File: config.mk
export PLATFORM = sky130hd
export DESIGN_NAME = pipe_controller_flat
export DESIGN_NICKNAME = d
export VERILOG_FILES = /design/src/rtl/pipe_controller_if.sv /design/src/rtl/pipe_controller.sv /design/src/flat_wrapper.sv
export SDC_FILE = /design/constraint.sdc
export NUM_CORES = 1
export LEC_CHECK = 0
export ABC_AREA = 1
export ABC_CLOCK_PERIOD_IN_PS = 3400
export CAP_MARGIN = 40
export CORE_ASPECT_RATIO = 1.5
export CORE_MARGIN = 2
export CORE_UTILIZATION = 47
export CTS_CLUSTER_SIZE = 12
export DETAILED_ROUTE_END_ITERATION = 6
export GPL_TIMING_DRIVEN = 1
export MAX_ROUTING_LAYER = met4
export PLACE_DENSITY = 0.93
export SYNTH_ARGS = -nofsm -noshare
export SYNTH_HDL_FRONTEND = slang
export SYNTH_SLANG_ARGS = --single-unit
File: constraint.sdc
create_clock -name clk -period 3.4 [get_ports clk]
set_input_delay 0.51 -clock clk [delete_from_list [all_inputs] [get_ports clk]]
set_output_delay 0.51 -clock clk [all_outputs]
set_load 0.01 [all_outputs]
File: src/rtl/pipe_controller_if.sv
// Control-path bundle between the 5-stage datapath and its pipelined controller.
// The datapath side is the master; the controller is the slave.
interface pipe_controller_if #(
    parameter int unsigned REG_AW    = 5,
    parameter int unsigned ALUCONT_W = 3
);
    logic [5:0]           op;
    logic [5:0]           funct;
    logic [REG_AW-1:0]    id_rs;
    logic [REG_AW-1:0]    id_rt;
    logic                 ex_branch_taken;
    logic                 mem_busy;

    logic                 id_jump;
    logic                 stall_f;
    logic                 flush_ifid;
    logic                 illegal;
    logic                 ex_regdst;
    logic                 ex_alusrc;
    logic                 ex_branch;
    logic                 ex_bne;
    logic                 ex_zeroext;
    logic [ALUCONT_W-1:0] ex_alucont;
    logic                 mem_memread;
    logic                 mem_memwrite;
    logic                 wb_memtoreg;
    logic                 wb_regwrite;

    modport master (
        output op, funct, id_rs, id_rt, ex_branch_taken, mem_busy,
        input  id_jump, stall_f, flush_ifid, illegal,
        input  ex_regdst, ex_alusrc, ex_branch, ex_bne, ex_zeroext, ex_alucont,
        input  mem_memread, mem_memwrite, wb_memtoreg, wb_regwrite
    );

    modport slave (
        input  op, funct, id_rs, id_rt, ex_branch_taken, mem_busy,
        output id_jump, stall_f, flush_ifid, illegal,
        output ex_regdst, ex_alusrc, ex_branch, ex_bne, ex_zeroext, ex_alucont,
        output mem_memread, mem_memwrite, wb_memtoreg, wb_regwrite
    );
endinterface

File: src/rtl/pipe_controller.sv
// Pipelined controller: ID-stage decode, ID/EX, EX/MEM and MEM/WB control registers,
// plus load-use stall, branch/jump flush and memory-wait freeze generation.
module pipe_controller #(
    parameter int unsigned REG_AW    = 5,
    parameter int unsigned ALUCONT_W = 3,
    parameter bit          EXT_OPS   = 1'b0
) (
    input  logic               clk,
    input  logic               rst_n,
    pipe_controller_if.slave   bus
);

    localparam int unsigned OP_W  = 6;
    localparam int unsigned ALU_W = 3;

    localparam logic [OP_W-1:0] OP_RTYPE = 6'b000000;
    localparam logic [OP_W-1:0] OP_ADDI  = 6'b001000;
    localparam logic [OP_W-1:0] OP_BEQ   = 6'b000100;
    localparam logic [OP_W-1:0] OP_BNE   = 6'b000101;
    localparam logic [OP_W-1:0] OP_J     = 6'b000010;
    localparam logic [OP_W-1:0] OP_LB    = 6'b100000;
    localparam logic [OP_W-1:0] OP_SB    = 6'b101000;
    localparam logic [OP_W-1:0] OP_ANDI  = 6'b001100;
    localparam logic [OP_W-1:0] OP_ORI   = 6'b001101;
    localparam logic [OP_W-1:0] OP_SLTI  = 6'b001010;

    localparam logic [OP_W-1:0] FN_ADD   = 6'b100000;
    localparam logic [OP_W-1:0] FN_SUB   = 6'b100010;
    localparam logic [OP_W-1:0] FN_AND   = 6'b100100;
    localparam logic [OP_W-1:0] FN_OR    = 6'b100101;
    localparam logic [OP_W-1:0] FN_SLT   = 6'b101010;

    localparam logic [ALU_W-1:0] ALU_AND = 3'b000;
    localparam logic [ALU_W-1:0] ALU_OR  = 3'b001;
    localparam logic [ALU_W-1:0] ALU_ADD = 3'b010;
    localparam logic [ALU_W-1:0] ALU_SUB = 3'b110;
    localparam logic [ALU_W-1:0] ALU_SLT = 3'b111;

    typedef struct packed {
        logic                 regdst;
        logic                 alusrc;
        logic                 branch;
        logic                 bne;
        logic                 zeroext;
        logic [ALUCONT_W-1:0] alucont;
        logic                 memread;
        logic                 memwrite;
        logic                 memtoreg;
        logic                 regwrite;
    } ctrl_t;

    typedef struct packed {
        logic memread;
        logic memwrite;
        logic memtoreg;
        logic regwrite;
    } memctl_t;

    typedef struct packed {
        logic memtoreg;
        logic regwrite;
    } wbctl_t;

    // Pipeline action for this cycle, already resolved by priority.
    typedef enum logic [2:0] {
        ACT_RUN,
        ACT_HOLD,
        ACT_FLUSH_BR,
        ACT_LOAD_USE,
        ACT_JUMP
    } act_t;

    ctrl_t             id_ctrl;
    logic [ALU_W-1:0]  id_alu;
    logic              id_jump_c;
    logic              illegal_c;
    logic              uses_rt;

    ctrl_t             id_ex;
    logic [REG_AW-1:0] ex_rt;
    memctl_t           ex_mem;
    wbctl_t            mem_wb;

    logic              br_taken;
    logic              load_use;
    act_t              act;
    logic              squash_idex;

    // ID-stage decode; anything not recognised yields an all-zero bundle.
    always_comb begin
        id_ctrl   = '0;
        id_alu    = '0;
        id_jump_c = 1'b0;
        illegal_c = 1'b0;
        uses_rt   = 1'b0;
        case (bus.op)
            OP_RTYPE: begin
                uses_rt = 1'b1;
                case (bus.funct)
                    FN_ADD:  id_alu = ALU_ADD;
                    FN_SUB:  id_alu = ALU_SUB;
                    FN_AND:  id_alu = ALU_AND;
                    FN_OR:   id_alu = ALU_OR;
                    FN_SLT:  id_alu = ALU_SLT;
                    default: illegal_c = 1'b1;
                endcase
                if (!illegal_c) begin
                    id_ctrl.regdst   = 1'b1;
                    id_ctrl.regwrite = 1'b1;
                end
            end
            OP_ADDI: begin
                id_ctrl.alusrc   = 1'b1;
                id_ctrl.regwrite = 1'b1;
                id_alu           = ALU_ADD;
            end
            OP_BEQ: begin
                uses_rt        = 1'b1;
                id_ctrl.branch = 1'b1;
                id_alu         = ALU_ADD;
            end
            OP_J: begin
                id_jump_c = 1'b1;
            end
            OP_LB: begin
                id_ctrl.alusrc   = 1'b1;
                id_ctrl.memread  = 1'b1;
                id_ctrl.memtoreg = 1'b1;
                id_ctrl.regwrite = 1'b1;
                id_alu           = ALU_ADD;
            end
            OP_SB: begin
                uses_rt          = 1'b1;
                id_ctrl.alusrc   = 1'b1;
                id_ctrl.memwrite = 1'b1;
                id_alu           = ALU_ADD;
            end
            OP_BNE: begin
                if (EXT_OPS) begin
                    uses_rt        = 1'b1;
                    id_ctrl.branch = 1'b1;
                    id_ctrl.bne    = 1'b1;
                    id_alu         = ALU_ADD;
                end else begin
                    illegal_c = 1'b1;
                end
            end
            OP_ANDI, OP_ORI: begin
                if (EXT_OPS) begin
                    id_ctrl.alusrc   = 1'b1;
                    id_ctrl.zeroext  = 1'b1;
                    id_ctrl.regwrite = 1'b1;
                    id_alu           = (bus.op == OP_ORI) ? ALU_OR : ALU_AND;
                end else begin
                    illegal_c = 1'b1;
                end
            end
            OP_SLTI: begin
                if (EXT_OPS) begin
                    id_ctrl.alusrc   = 1'b1;
                    id_ctrl.regwrite = 1'b1;
                    id_alu           = ALU_SLT;
                end else begin
                    illegal_c = 1'b1;
                end
            end
            default: illegal_c = 1'b1;
        endcase
        id_ctrl.alucont = ALUCONT_W'(id_alu);
    end

    // Hazard detection and priority resolution.
    always_comb begin
        br_taken = id_ex.branch & (bus.ex_branch_taken ^ id_ex.bne);
        load_use = id_ex.memread & (ex_rt != '0) &
                   ((ex_rt == bus.id_rs) | (uses_rt & (ex_rt == bus.id_rt)));
        act = ACT_RUN;
        if (bus.mem_busy) begin
            act = ACT_HOLD;
        end else if (br_taken) begin
            act = ACT_FLUSH_BR;
        end else if (load_use) begin
            act = ACT_LOAD_USE;
        end else if (id_jump_c) begin
            act = ACT_JUMP;
        end
        squash_idex = (act == ACT_FLUSH_BR) || (act == ACT_LOAD_USE);
    end

    // Control registers; a memory wait freezes every stage, including a taken branch in EX.
    always_ff @(posedge clk) begin
        if (!rst_n) begin
            id_ex  <= '0;
            ex_rt  <= '0;
            ex_mem <= '0;
            mem_wb <= '0;
        end else if (act != ACT_HOLD) begin
            id_ex  <= squash_idex ? ctrl_t'('0) : id_ctrl;
            ex_rt  <= bus.id_rt;
            ex_mem <= '{memread:  id_ex.memread,
                        memwrite: id_ex.memwrite,
                        memtoreg: id_ex.memtoreg,
                        regwrite: id_ex.regwrite};
            mem_wb <= '{memtoreg: ex_mem.memtoreg,
                        regwrite: ex_mem.regwrite};
        end
    end

    assign bus.id_jump      = id_jump_c;
    assign bus.illegal      = illegal_c;
    assign bus.stall_f      = rst_n & ((act == ACT_HOLD) | (act == ACT_LOAD_USE));
    assign bus.flush_ifid   = rst_n & ((act == ACT_FLUSH_BR) | (act == ACT_JUMP));

    assign bus.ex_regdst    = id_ex.regdst;
    assign bus.ex_alusrc    = id_ex.alusrc;
    assign bus.ex_branch    = id_ex.branch;
    assign bus.ex_bne       = id_ex.bne;
    assign bus.ex_zeroext   = id_ex.zeroext;
    assign bus.ex_alucont   = id_ex.alucont;
    assign bus.mem_memread  = ex_mem.memread;
    assign bus.mem_memwrite = ex_mem.memwrite;
    assign bus.wb_memtoreg  = mem_wb.memtoreg;
    assign bus.wb_regwrite  = mem_wb.regwrite;

endmodule
File: src/flat_wrapper.sv
// flat-port wrapper written by rule: the top's interface ports become plain ports
module pipe_controller_flat 
#(
    parameter int unsigned REG_AW    = 5,
    parameter int unsigned ALUCONT_W = 3,
    parameter bit          EXT_OPS   = 1'b0
)
  (clk, rst_n, bus_op, bus_funct, bus_id_rs, bus_id_rt, bus_ex_branch_taken, bus_mem_busy, bus_id_jump, bus_stall_f, bus_flush_ifid, bus_illegal, bus_ex_regdst, bus_ex_alusrc, bus_ex_branch, bus_ex_bne, bus_ex_zeroext, bus_ex_alucont, bus_mem_memread, bus_mem_memwrite, bus_wb_memtoreg, bus_wb_regwrite);
  pipe_controller_if #(.REG_AW(REG_AW), .ALUCONT_W(ALUCONT_W)) bus_i ();
  input  logic clk;
  input  logic rst_n;
  input wire logic [$bits(bus_i.op)-1:0] bus_op;
  input wire logic [$bits(bus_i.funct)-1:0] bus_funct;
  input wire logic [$bits(bus_i.id_rs)-1:0] bus_id_rs;
  input wire logic [$bits(bus_i.id_rt)-1:0] bus_id_rt;
  input wire logic [$bits(bus_i.ex_branch_taken)-1:0] bus_ex_branch_taken;
  input wire logic [$bits(bus_i.mem_busy)-1:0] bus_mem_busy;
  output wire logic [$bits(bus_i.id_jump)-1:0] bus_id_jump;
  output wire logic [$bits(bus_i.stall_f)-1:0] bus_stall_f;
  output wire logic [$bits(bus_i.flush_ifid)-1:0] bus_flush_ifid;
  output wire logic [$bits(bus_i.illegal)-1:0] bus_illegal;
  output wire logic [$bits(bus_i.ex_regdst)-1:0] bus_ex_regdst;
  output wire logic [$bits(bus_i.ex_alusrc)-1:0] bus_ex_alusrc;
  output wire logic [$bits(bus_i.ex_branch)-1:0] bus_ex_branch;
  output wire logic [$bits(bus_i.ex_bne)-1:0] bus_ex_bne;
  output wire logic [$bits(bus_i.ex_zeroext)-1:0] bus_ex_zeroext;
  output wire logic [$bits(bus_i.ex_alucont)-1:0] bus_ex_alucont;
  output wire logic [$bits(bus_i.mem_memread)-1:0] bus_mem_memread;
  output wire logic [$bits(bus_i.mem_memwrite)-1:0] bus_mem_memwrite;
  output wire logic [$bits(bus_i.wb_memtoreg)-1:0] bus_wb_memtoreg;
  output wire logic [$bits(bus_i.wb_regwrite)-1:0] bus_wb_regwrite;
  assign bus_i.op = bus_op;
  assign bus_i.funct = bus_funct;
  assign bus_i.id_rs = bus_id_rs;
  assign bus_i.id_rt = bus_id_rt;
  assign bus_i.ex_branch_taken = bus_ex_branch_taken;
  assign bus_i.mem_busy = bus_mem_busy;
  assign bus_id_jump = bus_i.id_jump;
  assign bus_stall_f = bus_i.stall_f;
  assign bus_flush_ifid = bus_i.flush_ifid;
  assign bus_illegal = bus_i.illegal;
  assign bus_ex_regdst = bus_i.ex_regdst;
  assign bus_ex_alusrc = bus_i.ex_alusrc;
  assign bus_ex_branch = bus_i.ex_branch;
  assign bus_ex_bne = bus_i.ex_bne;
  assign bus_ex_zeroext = bus_i.ex_zeroext;
  assign bus_ex_alucont = bus_i.ex_alucont;
  assign bus_mem_memread = bus_i.mem_memread;
  assign bus_mem_memwrite = bus_i.mem_memwrite;
  assign bus_wb_memtoreg = bus_i.wb_memtoreg;
  assign bus_wb_regwrite = bus_i.wb_regwrite;
  pipe_controller #(.REG_AW(REG_AW), .ALUCONT_W(ALUCONT_W), .EXT_OPS(EXT_OPS)) u_core (.clk(clk), .rst_n(rst_n), .bus(bus_i));
endmodule
==> flow_summary_export.csv, run 1 <==
group,metric,value,unit
cts,path_clk_slew,90,ps
worst_hold_path,hp-class,"register to register",
routing,route.detailed.drc,0,
pwr,worst_ir_drop_vdd,0.0001673,V
logic_synthesis,synth-seq-area-share,32.94,%
logic_synthesis,yosys_register_bits,19,
floorplan,fp.coreArea,2395,sq um
sta,final-setup-viol-count,0,
floorplan,floorplan.die_area,2878,sq um
worst_setup_path,critPathKind,"input pin to output port",
routing,vias,1220,
logic_synthesis,ys_top_cells_by_area,"dfxtp_1, nand2_1, nor2_1, o21ai_0, a21oi_1",
sta,setup_tns,0,ps
cts,clockBufferDepth,2,
routing,drt_wl_total,2628,microns
floorplan,rows,22,
cts,htree_levels,1,
worst_setup_path,worstPathArrival,2390,ps
grt,gr-total-overflow,0,
logic_synthesis,synth_area_per_cell,6.525,sq um
routing,viasPerCell,5.148,
cells_and_area,drive_gt1_share,9.390,%
routing,wire_per_inst,11.09,microns
sta,hold_viol,0,
worst_setup_path,worst_setup_path_end_kind,"output port",
worst_setup_path,setup.worst_path.start_class,"input pin",
pwr,power.leakage,0.7048,nW
sta,hold_slack,462.0,ps
logic_synthesis,synth.distinct_cells,25,
logic_synthesis,synth_edf_count,0,
worst_setup_path,path_cells,"clkdlybuf4s50_1, inv_2, nor2_1, nand3_1, nand2_1, nand3_1, nand2_2, nand2_4, nand2_4, nor2_2, nor2_1, clkdlybuf4s50_1",
routing,postRouteAntennaNets,0,
cells_and_area,nets,240,
outcome,outcome,"finished clean",
logic_synthesis,postSynth.asyncResetShare,0,%
cts,clk_latency,310,ps
floorplan,initial_core_util,48.22,%
cells_and_area,area_growth,35.64,%
sta,final-max-slew-violation-count,0,
worst_setup_path,cp_slowest_cell,"clkdlybuf4s50_1",
sta,skew,5.439,ps
cts,cts_buffers,3,
grt,grt_max_degree,22,
worst_setup_path,crit_fanout,8,
sta,rsz0062_at_grt,"no",
grt,grt_first_pass_wirelength,4388,microns
cts,ctsResizeCount,0,
logic_synthesis,syn_area,1155,sq um
logic_synthesis,synth_top_area_share,32.94,%
worst_setup_path,required,2890,ps
sta,timing.fmax,345.4,MHz
cts,post_cts_buffers,0,
cts,holdBufCountCts,0,
grt,grt_pass1_vias,1110,
logic_synthesis,synth_top_flop_cell,"dfxtp_1",
floorplan,die_x,44.48,microns
worst_setup_path,critPathMaxStageDelay,540,ps
cts,clockRootBuffer,"clkbuf_4",
cells_and_area,antenna_cells,0,
place,gp_congestion,0.8768,
sta,fin_crit_sh,85.15,%
place,dpl.hpwl,2031,microns
logic_synthesis,yosys_warnings,0,
place,port_buffers,39,
grt,grt_usage,20.97,%
floorplan,pin_count,42,
grt,antenna_found_initial,0,
logic_synthesis,synthTopCellsByCount,"nand2_1, nor2_1, dfxtp_1",
routing,firstDrtPassIters,4,
pwr,cellPowerDensity,294.4,nW/um^2
logic_synthesis,syn-instance-count,177,
logic_synthesis,yosysTopAreaCell,"dfxtp_1",
logic_synthesis,yosysMostFrequentCell,"nand2_1",
cts,clock_sinks,19,
cts,cts_tree,"built",
routing,drtIter0Drc,17,
floorplan,die_h,64.71,microns
sta,period_minus_slack,2895,ps
flow_run,cap_viol_max_count,0,
final timing paths:
path | from | end | slack (ps) | cells past startpoint
hold / removal | u_core.bus.ex_alucont[0]$_SDFFE_PN0P_ | u_core.bus.ex_alucont[0]$_SDFFE_PN0P_ | 460 | 2
hold reg to reg | u_core.bus.ex_alucont[0]$_SDFFE_PN0P_ | u_core.bus.ex_alucont[0]$_SDFFE_PN0P_ | 460 | 2
setup / recovery | bus_op[5] | bus_flush_ifid | 500 | 12
setup reg to reg | u_core.ex_rt[1]$_SDFFE_PN0P_ | u_core.bus.ex_alucont[1]$_SDFFE_PN0P_ | 2090 | 7
placed cells by master, fill, tap and decap left out:
master,netlist,layout
nor2_1,28,28
o221ai_1,1,1
o21ai_0,16,16
nand4_1,1,1
clkdlybuf4s50_1,0,39
xnor2_1,2,2
nand2_2,2,2
o22ai_1,2,2
xor2_1,5,5
inv_2,3,3
inv_1,15,15
nand3_1,13,13
o21ai_2,1,1
clkbuf_1,5,1
buf_4,5,3
o2111ai_1,1,1
o211ai_1,1,1
nand2_4,3,3
conb_1,1,2
nand2_1,33,33
nor2_2,4,4
dfxtp_1,19,19
a21oi_1,13,13
nor2_4,1,1
clkbuf_4,0,3
or2_0,1,1
stage by stage:
stage | std cells | worst slack, ps | power, mW | util (%) | cell area [sq um]
floorplan | 178 | 1523 | 0.2990 | - | 1159
global placement | 233 | 531.5 | 0.3490 | 64.32 | 1540
detailed placement | 233 | 517.0 | 0.3509 | 64.32 | 1540
CTS | 237 | 496.0 | 0.4617 | 65.41 | 1567
global route | 237 | 353.3 | 0.4861 | 65.41 | 1567
finish | 237 | 504.8 | 0.4611 | 65.41 | 1567
state kept, by name, indices dropped and copies added, names as in the netlist:
| name | cells |
|---|---|
| u_core.bus.wb_regwrite | 1 |
| u_core.bus.mem_memread | 1 |
| u_core.bus.wb_memtoreg | 1 |
| u_core.bus.ex_regdst | 1 |
| u_core.ex_mem | 1 |
| u_core.ex_rt | 5 |
| u_core.bus.mem_memwrite | 1 |
| u_core.bus.ex_alucont | 3 |
| u_core.bus.ex_branch | 1 |
| u_core.id_ex | 3 |
| u_core.bus.ex_alusrc | 1 |
routing by layer:
layer  GRT usage, %  part of all wire (%)  vias to the layer above
met5              -                     0                        -
met4          9.470                   1.8                        0
met3          4.178                   4.6                        5
met2          38.95                    55                       41
met1          19.48                    39                      538
li1               -                     -                      636
area by class of cell:
type	count	area (sq um)
multi-input cells	130	649.4
repair buffers	42	412.9
inverters	18	67.56
flip-flops and latches	19	380.4
fillers	205	828.3
clock buffers	4	26.28
well taps	24	30.03
cells by family (layout without fill, tap and decap cells):
family	Yosys count	in the layout	synth area share [%]
AO/OA/AOI/OAI	35	35	16.58
XOR/XNOR	7	7	5.309
buffers and inverters	29	64	11.16
flip-flops	19	19	32.94
other	1	2	0.3247
AND/OR/NAND/NOR	86	86	33.69
worst max-delay path: cells and delay by family:
family | cells | cell delay, ps
buffers and inverters | 3 | 1060
and+or+nand+nor | 9 | 830
where the power goes:
| part | switching, mW | total (mW) | internal, mW |
|---|---|---|---|
| clock | 0.0682 | 0.114 | 0.0459 |
| sequential | 0.00737 | 0.239 | 0.232 |
| combinational | 0.0513 | 0.108 | 0.0564 |
| total | 0.127 | 0.461 | 0.334 |
Note: power is estimated with default switching activity, not from simulation.
==> run 2: changes to the inputs <==
Settings changed: RECOVER_POWER set to 25.
==> run 2 against run 1 <==
Effect of this change: sequential share of layout area rose by 0.058 points; sequential power barely moved; sequential cell count did not move; clock skew barely moved; critical path depth did not move; combinational power barely moved; clock power barely moved; worst setup slack barely moved; count of clock-buffer cells in the layout did not move; final cell count did not move; first-iteration DRC count did not move; largest cell class unchanged.
==> flow_summary_export.csv, run 2 (synthesis gave the netlist of run 1 again) <==
group,metric,value,unit
outcome,outcome,"finished clean",
cts,cts_tree,"built",
floorplan,pin_count,42,
sta,relSlewSlack,46.14,%
cts,ctsResizeCount,0,
worst_setup_path,path_cells,"clkdlybuf4s50_1, inv_2, nor2_1, nand3_1, nand2_1, nand3_1, nand2_2, nand2_4, nand2_4, nor2_2, nor2_1, clkdlybuf4s50_1",
cells_and_area,area_growth,35.32,%
cells_and_area,nets,240,
routing,firstDrtPassIters,4,
floorplan,floorplan.die_area,2878,sq um
routing,vias,1219,
sta,final-max-slew-violation-count,0,
cts,clk_latency,310,ps
worst_setup_path,required,2890,ps
sta,rsz0062_at_grt,"no",
cells_and_area,largest-register,"u_core.ex_rt",
floorplan,die_h,64.71,microns
grt,antenna_found_initial,0,
cts,clockBufferDepth,2,
worst_setup_path,cp_num_cells,12,
place,dpl.hpwl,2031,microns
pwr,cellPowerDensity,294.6,nW/um^2
worst_setup_path,rr_endpoint,"u_core.bus.ex_alucont[1]$_SDFFE_PN0P_",
sta,fin_ws,504.7,ps
place,dpl_cell_area,1540,sq um
sta,timing.fmax,345.4,MHz
pwr,power.leakage,0.7015,nW
floorplan,initial_core_util,48.22,%
worst_setup_path,worst_setup_path_end_kind,"output port",
worst_setup_path,reg2reg_depth,7,
cts,post_cts_buffers,0,
cells_and_area,layout_commonest_cell,"clkdlybuf4s50_1",
routing,drt_wl_total,2630,microns
floorplan,rows,22,
sta,worst_pin_slew,807.9,ps
cells_and_area,instances_no_fill,237,
cells_and_area,drive_gt1_share,8.920,%
cells_and_area,design_area,1563,sq um
worst_setup_path,endpoint,"bus_flush_ifid",
worst_setup_path,startpoint,"bus_op[5]",
grt,grt_first_pass_wirelength,4388,microns
worst_setup_path,cp_num_buf_inv,3,
flow_run,cap_viol_max_count,0,
place,placed_cells,233,
sta,period_minus_slack,2895,ps
pwr,worst_ir_drop_vdd,0.0001673,V
grt,grt_pass1_vias,1110,
worst_setup_path,ff2ff_setup_slack,2090,ps
cells_and_area,largest_reg_flops,5,
worst_setup_path,crit_fanout,8,
sta,setup_tns,0,ps
place,pre_cts_ws,517.0,ps
routing,wire_per_inst,11.10,microns
cts,holdBufCountCts,0,
worst_setup_path,setup.worst_path.start_class,"input pin",
grt,gr-total-overflow,0,
worst_setup_path,r2r-start,"u_core.ex_rt[1]$_SDFFE_PN0P_",
cts,clockRootBuffer,"clkbuf_4",
cells_and_area,final_cell_mix,"clkdlybuf4s50_1, nand2_1, nor2_1",
worst_setup_path,worstPathArrival,2390,ps
grt,grt_max_degree,22,
sta,final-setup-viol-count,0,
routing,postRouteAntennaNets,0,
cts,path_clk_slew,90,ps
cts,htree_levels,1,
floorplan,fp.coreArea,2395,sq um
cells_and_area,antenna_cells,0,
worst_setup_path,critPathKind,"input pin to output port",
place,port_buffers,39,
routing,viasPerCell,5.143,
routing,route.detailed.drc,0,
sta,hold_viol,0,
worst_setup_path,critPathMaxStageDelay,540,ps
sta,skew,5.405,ps
worst_setup_path,cp_slowest_cell,"clkdlybuf4s50_1",
cts,cts_buffers,3,
floorplan,die_x,44.48,microns
routing,drtIter0Drc,17,
cts,clock_sinks,19,
worst_hold_path,hp-class,"register to register",
worst_setup_path,critical-path-top-delay-family,"buffers and inverters",
place,gp_congestion,0.8768,
sta,fin_crit_sh,85.16,%
grt,grt_usage,20.97,%
-- run 2: layout make-up --
type | instances | area [sq um]
inverters | 18 | 67.56
well taps | 24 | 30.03
clock buffers | 4 | 26.28
repair buffers | 42 | 409.1
fillers | 207 | 832.0
flip-flops and latches | 19 | 380.4
multi-input cells | 130 | 649.4
-- run 2: worst min-delay path, cell delays in order (launching register included) --
cell	delay, ps
dfxtp_1	320
nand2_1	50
a21oi_1	50
-- run 2: worst min path at each step --
stage	startpoint	end	slack (ps)	cells after the start
after floorplan	u_core.bus.ex_alucont[0]$_SDFFE_PN0P_	u_core.bus.ex_alucont[0]$_SDFFE_PN0P_	440	2
after global placement	u_core.bus.ex_alucont[2]$_SDFFE_PN0P_	u_core.bus.ex_alucont[2]$_SDFFE_PN0P_	450	2
after detailed placement	u_core.bus.ex_alucont[0]$_SDFFE_PN0P_	u_core.bus.ex_alucont[0]$_SDFFE_PN0P_	450	2
after CTS	u_core.bus.ex_alucont[0]$_SDFFE_PN0P_	u_core.bus.ex_alucont[0]$_SDFFE_PN0P_	460	2
after global routing	u_core.bus.ex_alucont[2]$_SDFFE_PN0P_	u_core.bus.ex_alucont[2]$_SDFFE_PN0P_	490	2
final	u_core.bus.ex_alucont[0]$_SDFFE_PN0P_	u_core.bus.ex_alucont[0]$_SDFFE_PN0P_	460	2
-- run 2: power by group --
group / internal (mW) / switching (mW) / total [mW]
combinational: 0.0556 / 0.0513 / 0.107
clock: 0.0459 / 0.0682 / 0.114
sequential: 0.232 / 0.00737 / 0.239
-- run 2: metal layers --
layer | track usage, % | vias up | part of all wire (%)
met5 | - | - | 0
li1 | - | 635 | -
met4 | 9.470 | 0 | 1.7
met3 | 4.178 | 5 | 4.6
met2 | 38.95 | 41 | 55
met1 | 19.48 | 538 | 39
-- run 2: per-stage QoR --
step                power, mW  hold slack, ps  utilization [%]
floorplan              0.2990           435.2                -
global placement       0.3490           447.3            64.32
detailed placement     0.3509           449.8            64.32
global route           0.4853           493.1            65.26
CTS                    0.4617           463.8            65.41
finish                 0.4603           462.0            65.26
==> run 3: changes to the inputs <==
Settings changed: GPL_ROUTABILITY_DRIVEN set to 1.
==> results of run 3 <==
No change in the layout: final DEF, timing and power equal those of run 2.
